===== src/rtl/ahb_params_pkg.sv =====
// Shared AHB encodings, arbiter FSM states and the burst-length helper
// used by the round-robin bus arbiter.
package ahb_params_pkg;

    localparam int NO_OF_MASTERS = 4;

    typedef enum logic [1:0] {
        IDLE   = 2'b00,
        BUSY   = 2'b01,
        NONSEQ = 2'b10,
        SEQ    = 2'b11
    } htrans_e;

    typedef enum logic [2:0] {
        SINGLE = 3'd0,
        INCR   = 3'd1,
        WRAP4  = 3'd2,
        INCR4  = 3'd3,
        WRAP8  = 3'd4,
        INCR8  = 3'd5,
        WRAP16 = 3'd6,
        INCR16 = 3'd7
    } hburst_e;

    typedef enum logic [1:0] {
        OKAY  = 2'b00,
        ERROR = 2'b01,
        RETRY = 2'b10,
        SPLIT = 2'b11
    } hresp_e;

    typedef enum logic [1:0] {
        ARB   = 2'b00,
        BURST = 2'b01,
        LOCK  = 2'b10
    } arb_state_e;

    // Beats remaining after the NONSEQ beat; undefined-length bursts count as one beat.
    function automatic logic [4:0] burst_len(input hburst_e b);
        case (b)
            WRAP4, INCR4:   burst_len = 5'd3;
            WRAP8, INCR8:   burst_len = 5'd7;
            WRAP16, INCR16: burst_len = 5'd15;
            default:        burst_len = 5'd0;
        endcase
    endfunction

    function automatic logic burst_fixed(input hburst_e b);
        return (b != SINGLE) && (b != INCR);
    endfunction

endpackage


===== src/rtl/ahb_rr_pick.sv =====
// Rotating-priority picker: first requester after 'last' (mod N, wrapping)
// wins; 'last' itself is searched last so it only wins when it is alone.
module ahb_rr_pick
    import ahb_params_pkg::*;
#(
    parameter int N  = ahb_params_pkg::NO_OF_MASTERS,
    parameter int IW = $clog2(N)
) (
    input  logic [N-1:0]  req_i,
    input  logic [IW-1:0] last_i,
    output logic [N-1:0]  gnt_o,
    output logic          valid_o
);

    localparam int unsigned NU = N;

    function automatic logic [IW-1:0] wrap_idx(input logic [IW-1:0] base, input int unsigned off);
        int unsigned s;
        s = 32'(base) + off;
        s = (s >= NU) ? (s - NU) : s;
        return IW'(s);
    endfunction

    // Walk offsets 1..N from the last owner; the first hit claims the grant.
    always_comb begin
        logic          found;
        logic          hit;
        logic [IW-1:0] idx;
        found = 1'b0;
        hit   = 1'b0;
        idx   = '0;
        gnt_o = '0;
        for (int k = 1; k <= N; k++) begin
            idx        = wrap_idx(last_i, k);
            hit        = ~found & req_i[idx];
            gnt_o[idx] = gnt_o[idx] | hit;
            found      = found | hit;
        end
    end

    assign valid_o = |req_i;

endmodule


===== src/rtl/ahb_arbiter.sv =====
// Round-robin AHB arbiter with burst/lock grant holding and split masking.
// Split masking is compiled in only when AHB_ARB_SPLIT_EN is defined.
module ahb_arbiter
    import ahb_params_pkg::*;
#(
    parameter int NO_OF_MASTERS  = ahb_params_pkg::NO_OF_MASTERS,
    parameter int DEFAULT_MASTER = 0
) (
    input  logic                             HCLK,
    input  logic                             HRESETn,
    input  logic [NO_OF_MASTERS-1:0]         HBUSREQ,
    input  logic [NO_OF_MASTERS-1:0]         HLOCK,
    input  logic [1:0]                       HTRANS,
    input  logic [2:0]                       HBURST,
    input  logic                             HREADY,
    input  logic [1:0]                       HRESP,
    input  logic [NO_OF_MASTERS-1:0]         HSPLIT,
    output logic [NO_OF_MASTERS-1:0]         HGRANT,
    output logic [$clog2(NO_OF_MASTERS)-1:0] HMASTER,
    output logic                             HMASTLOCK
);

    localparam int N  = NO_OF_MASTERS;
    localparam int IW = $clog2(N);
    localparam logic [N-1:0]  ONE_HOT0 = {{(N-1){1'b0}}, 1'b1};
    localparam logic [N-1:0]  DEF_GNT  = ONE_HOT0 << DEFAULT_MASTER;
    localparam logic [IW-1:0] DEF_IDX  = IW'(DEFAULT_MASTER);

    function automatic logic [IW-1:0] onehot_idx(input logic [N-1:0] g);
        logic [IW-1:0] idx;
        idx = '0;
        for (int i = 0; i < N; i++) begin
            idx = idx | (IW'(i) & {IW{g[i]}});
        end
        return idx;
    endfunction

    logic [N-1:0]  hgrant_q, hgrant_d;
    logic [IW-1:0] hmaster_q, hmaster_d;
    logic          hmastlock_q, hmastlock_d;
    logic [4:0]    cnt_q, cnt_d;
    logic [N-1:0]  split_mask_q, split_mask_d;
    arb_state_e    state_q, state_d;

    htrans_e       trans_s;
    hburst_e       burst_s;
    hresp_e        resp_s;
    logic [IW-1:0] gidx_s;
    logic [N-1:0]  cand_s, pick_gnt_s;
    logic          pick_valid_s;
    logic          nonseq_acc_s, seq_acc_s, early_term_s, lock_req_s, split_drops_lock_s;

    assign trans_s      = htrans_e'(HTRANS);
    assign burst_s      = hburst_e'(HBURST);
    assign resp_s       = hresp_e'(HRESP);
    assign gidx_s       = onehot_idx(hgrant_q);
    assign cand_s       = HBUSREQ & ~split_mask_q;
    assign nonseq_acc_s = HREADY && (trans_s == NONSEQ);
    assign seq_acc_s    = HREADY && (trans_s == SEQ);
    assign early_term_s = !HREADY && (resp_s != OKAY);
    assign lock_req_s   = HLOCK[gidx_s] && HBUSREQ[gidx_s];

`ifdef AHB_ARB_SPLIT_EN
    assign split_drops_lock_s = (resp_s == SPLIT);
`else
    logic unused_hsplit_s;
    assign split_drops_lock_s = 1'b0;
    assign unused_hsplit_s    = ^HSPLIT;
`endif

    ahb_rr_pick #(.N(N), .IW(IW)) u_pick (
        .req_i   (cand_s),
        .last_i  (hmaster_q),
        .gnt_o   (pick_gnt_s),
        .valid_o (pick_valid_s)
    );

    // Next-state logic for FSM, beat counter, split mask and bus outputs.
    always_comb begin
        if (early_term_s) begin
            cnt_d = 5'd0;
        end else if (nonseq_acc_s) begin
            cnt_d = burst_len(burst_s);
        end else if (seq_acc_s && (cnt_q != 5'd0)) begin
            cnt_d = cnt_q - 5'd1;
        end else begin
            cnt_d = cnt_q;
        end

        state_d = state_q;
        case (state_q)
            ARB: begin
                if (lock_req_s) begin
                    state_d = LOCK;
                end else if (nonseq_acc_s && burst_fixed(burst_s)) begin
                    state_d = BURST;
                end else begin
                    state_d = ARB;
                end
            end
            // Leave on the last beat's address so the next grant lines up with it.
            BURST: begin
                if ((seq_acc_s && (cnt_q == 5'd1)) || (cnt_q == 5'd0)) begin
                    state_d = ARB;
                end else begin
                    state_d = BURST;
                end
            end
            LOCK: begin
                if (!HLOCK[gidx_s] || !HBUSREQ[gidx_s]) begin
                    state_d = ARB;
                end else begin
                    state_d = LOCK;
                end
            end
            default: state_d = ARB;
        endcase

        if (early_term_s) begin
            if ((state_q == LOCK) && !split_drops_lock_s) begin
                state_d = LOCK;
            end else begin
                state_d = ARB;
            end
        end else begin
            state_d = state_d;
        end

        if (state_d == ARB) begin
            hgrant_d = pick_valid_s ? pick_gnt_s : DEF_GNT;
        end else begin
            hgrant_d = hgrant_q;
        end

        if (HREADY) begin
            hmaster_d   = gidx_s;
            hmastlock_d = HLOCK[gidx_s];
        end else begin
            hmaster_d   = hmaster_q;
            hmastlock_d = hmastlock_q;
        end

`ifdef AHB_ARB_SPLIT_EN
        // A clearing HSPLIT beats a simultaneous set for the same master.
        split_mask_d = (split_mask_q
                        | (((HREADY && (resp_s == SPLIT)) ? ONE_HOT0 : {N{1'b0}}) << hmaster_q))
                       & ~HSPLIT;
`else
        split_mask_d = '0;
`endif
    end

    // Arbiter state registers.
    always_ff @(posedge HCLK or negedge HRESETn) begin
        if (!HRESETn) begin
            hgrant_q     <= DEF_GNT;
            hmaster_q    <= DEF_IDX;
            hmastlock_q  <= 1'b0;
            cnt_q        <= 5'd0;
            split_mask_q <= '0;
            state_q      <= ARB;
        end else begin
            hgrant_q     <= hgrant_d;
            hmaster_q    <= hmaster_d;
            hmastlock_q  <= hmastlock_d;
            cnt_q        <= cnt_d;
            split_mask_q <= split_mask_d;
            state_q      <= state_d;
        end
    end

    assign HGRANT    = hgrant_q;
    assign HMASTER   = hmaster_q;
    assign HMASTLOCK = hmastlock_q;

endmodule

===== config.mk =====
export PLATFORM = sky130hd
export DESIGN_NAME = ahb_arbiter
export DESIGN_NICKNAME = d
export VERILOG_FILES = /design/src/rtl/ahb_params_pkg.sv /design/src/rtl/ahb_rr_pick.sv /design/src/rtl/ahb_arbiter.sv
export SDC_FILE = /design/constraint.sdc
export NUM_CORES = 1
export LEC_CHECK = 0
export ABC_AREA = 1
export CAP_MARGIN = 20
export CORE_ASPECT_RATIO = 1.5
export CORE_UTILIZATION = 54
export DETAILED_ROUTE_END_ITERATION = 12
export HOLD_SLACK_MARGIN = 0.1
export PLACE_DENSITY = 0.82
export REMOVE_ABC_BUFFERS = 1
export SLEW_MARGIN = 25
export SYNTH_ARGS = -nofsm -noshare
export SYNTH_HDL_FRONTEND = slang
export SYNTH_SLANG_ARGS = --single-unit

===== constraint.sdc =====
create_clock -name HCLK -period 5.04 [get_ports HCLK]
set_clock_uncertainty 0.15 [all_clocks]
set_input_delay 0.504 -clock HCLK [delete_from_list [all_inputs] [get_ports HCLK]]
set_output_delay 0.504 -clock HCLK [all_outputs]
set_load 0.1 [all_outputs]

==> flow_summary.json <==
{
  "status": "completed",
  "fillers": 207,
  "crit_required_ps": 5050,
  "relSlewSlack": 0.3476,
  "firstDrtPassIters": 4,
  "drtIter0Drc": 41,
  "hold_class": "reg2reg",
  "crit_path_start_kind": "register",
  "antenna_found_initial": 0,
  "max_cap_violations": 0,
  "r2r-start": "HMASTER[0]",
  "grt_max_degree": 17,
  "grt-ovfl-total": 0,
  "cts_setup_buffers": 0,
  "num_io_pins": 29,
  "gr-usage-all-layers": 0.2735,
  "root_buffer": "clkbuf_4",
  "grt_pass1_vias": 1325,
  "clockBufferDepth": 2,
  "fin_tns_setup_ps": 0,
  "htree_levels": 1,
  "fmax_ghz": 0.3011,
  "dp_hpwl_mm": 2.667,
  "syn-instance-count": 188,
  "port_buffers": 23,
  "clock_latency_ps": 270,
  "synth-seq-cells": 14,
  "place_ws_ps": 1745,
  "routed_wl_mm": 3.141,
  "async_flop_share": 1.000,
  "path_max_fanout": 16,
  "vias": 1360,
  "peakVddDrop_uv": 361.3,
  "post-route-util": 0.7001,
  "netlist.area_leader.share": 0.2587,
  "fin_ws_ps": 1719,
  "synth.most_common_cell": "nand2_1",
  "synth_edf_count": 0,
  "ys_top_cells_by_count": "47 x nand2_1, 26 x nand3_1, 20 x inv_1",
  "crit_type": "reg2reg",
  "setup_viol": 0,
  "cp-startpoint": "HMASTER[0]",
  "cp.arrival_ps": 3340,
  "cellLeakagePower_nw": 0.7262,
  "hold_buffers": 0,
  "clock-sinks": 14,
  "slew_viol_final": 0,
  "hold_viol": 0,
  "r2r_cells": 18,
  "synth_area_leaders": "dfrtp_1 26%, nand2_1 14%, nand3_1 10%",
  "ys_seq_area_frac": 0.2796,
  "path_clk_slew_ps": 80,
  "diodes": 0,
  "vias_per_cell": 5.738,
  "rr_endpoint": "HGRANT[3]",
  "cp-endpoint": "HGRANT[3]",
  "critPathCaptureType": "register",
  "syn-cell-area_um2": 1257,
  "fp.dieH_um": 61.10,
  "area_growth_pct": 22.89,
  "r2r_setup_slack_ps": 1720,
  "power_density_nw_per_um2": 744.7,
  "gp_congestion": 0.9083,
  "period_share": 0.6590,
  "cts_resized": 0,
  "fin_nets": 243,
  "ant_nets": 0,
  "synthDistinctLibCells": 31,
  "tightest_slew_ps": 975.6,
  "rsz0062_at_grt": "no",
  "die_x_um": 41.40,
  "fp.dieArea_um2": 2530,
  "initial_core_util": 0.5697,
  "synth_warnings": 0,
  "synth_ff_type": "dfrtp_1",
  "remaining_drc_errors": 0,
  "cts_tree": "yes",
  "period_minus_slack_ps": 3321,
  "drive_gt1_frac": 0.09813,
  "num_rows": 21,
  "yosys.area.top_type": "dfrtp_1",
  "grt_pass1_wl_mm": 5.506,
  "cts_buffers": 3,
  "coreArea_um2": 2207,
  "routedWlPerCell_um": 13.25,
  "avgSynthCellArea_um2": 6.689,
  "min_from": "state_q[1]"
}
critical path, stage by stage, from the launching register on:
cell and delay [ps]:
dfrtp_1 690, inv_2 230, ha_1 440, inv_1 210
nand3_4 140, nand4_1 90, nand3_1 110, nand2_2 110
nand3_1 100, nand3_1 100, nand3_2 90, nand2_2 110
nand3_1 100, nand3_1 100, nand3_1 90, nand2_1 90
nand2_2 70, o21ai_1 120, nand2_1 70
logic make-up (layout without fill, tap and decap cells):
logic type	Yosys count	count (layout)	share of synthesized area
AOI/OAI and AO/OA	37	37	0.1711
adders and majority gates	6	6	0.05970
buffers and inverters	25	51	0.07761
DFF	14	14	0.2796
and+or+nand+nor	106	106	0.4119
cell type report:
type / count / area [um^2] / share of cell area
sequential: 14 / 351.6 / 0.2275
multi-input combinational: 149 / 808.3 / 0.5231
tap: 23 / 28.78 / 0.01862
inverter: 24 / 90.09 / 0.05830
clock buffer: 4 / 36.28 / 0.02348
timing repair buffer: 23 / 230.2 / 0.1490
flip-flops by register name (all words and copies together) (netlist names):
| signal | cells |
|---|---|
| HMASTLOCK | 1 |
| cnt_q | 5 |
| HGRANT | 4 |
| HMASTER | 2 |
| state_q | 2 |
how the worst min path moves through the flow:
stage / to / slack, ps / cells past startpoint
2_1_floorplan: HGRANT[1] / 60 / 0
3_3_place_gp: state_q[0] / 290 / 1
3_5_place_dp: state_q[0] / 300 / 1
4_1_cts: state_q[0] / 320 / 1
5_1_grt: state_q[0] / 330 / 1
6_report: state_q[0] / 320 / 1
layer usage:
metal  part of all wire  global-route usage
met1               0.38              0.2768
met5                  0                   0
met2               0.59              0.5960
met4              0.010             0.07834
met3              0.019            0.008798
power by group:
part | total (mW) | internal [mW] | switching [mW]
sequential | 0.216 | 0.159 | 0.0564
combinational | 0.857 | 0.262 | 0.595
clock | 0.0777 | 0.0439 | 0.0338
per-stage QoR:
stage | area [um^2] | hold WS [ps] | std cells | total power [mW]
global route | 1545 | 334.1 | 237 | 1.253
detailed placement | 1509 | 304.9 | 233 | 1.073
floorplan | 1250 | 58.41 | 187 | 0.8782
finish | 1545 | 317.2 | 237 | 1.151
global placement | 1509 | 290.3 | 233 | 1.050
CTS | 1545 | 316.8 | 237 | 1.152
layout by cell type, fill, tap and decap left out, types with 4 or more instances in the layout:
cell	synthesis	routed
o21ai_1	5	5
dfrtp_1	13	13
clkdlybuf4s50_1	0	23
nor2_1	13	13
nand2_1	47	47
inv_1	20	20
nand4_1	5	5
nand3_1	26	26
nand2_2	5	5
ha_1	6	6
a21oi_1	7	7
inv_2	4	4
o21ai_0	13	13
Power figures use the tool's default switching activity.
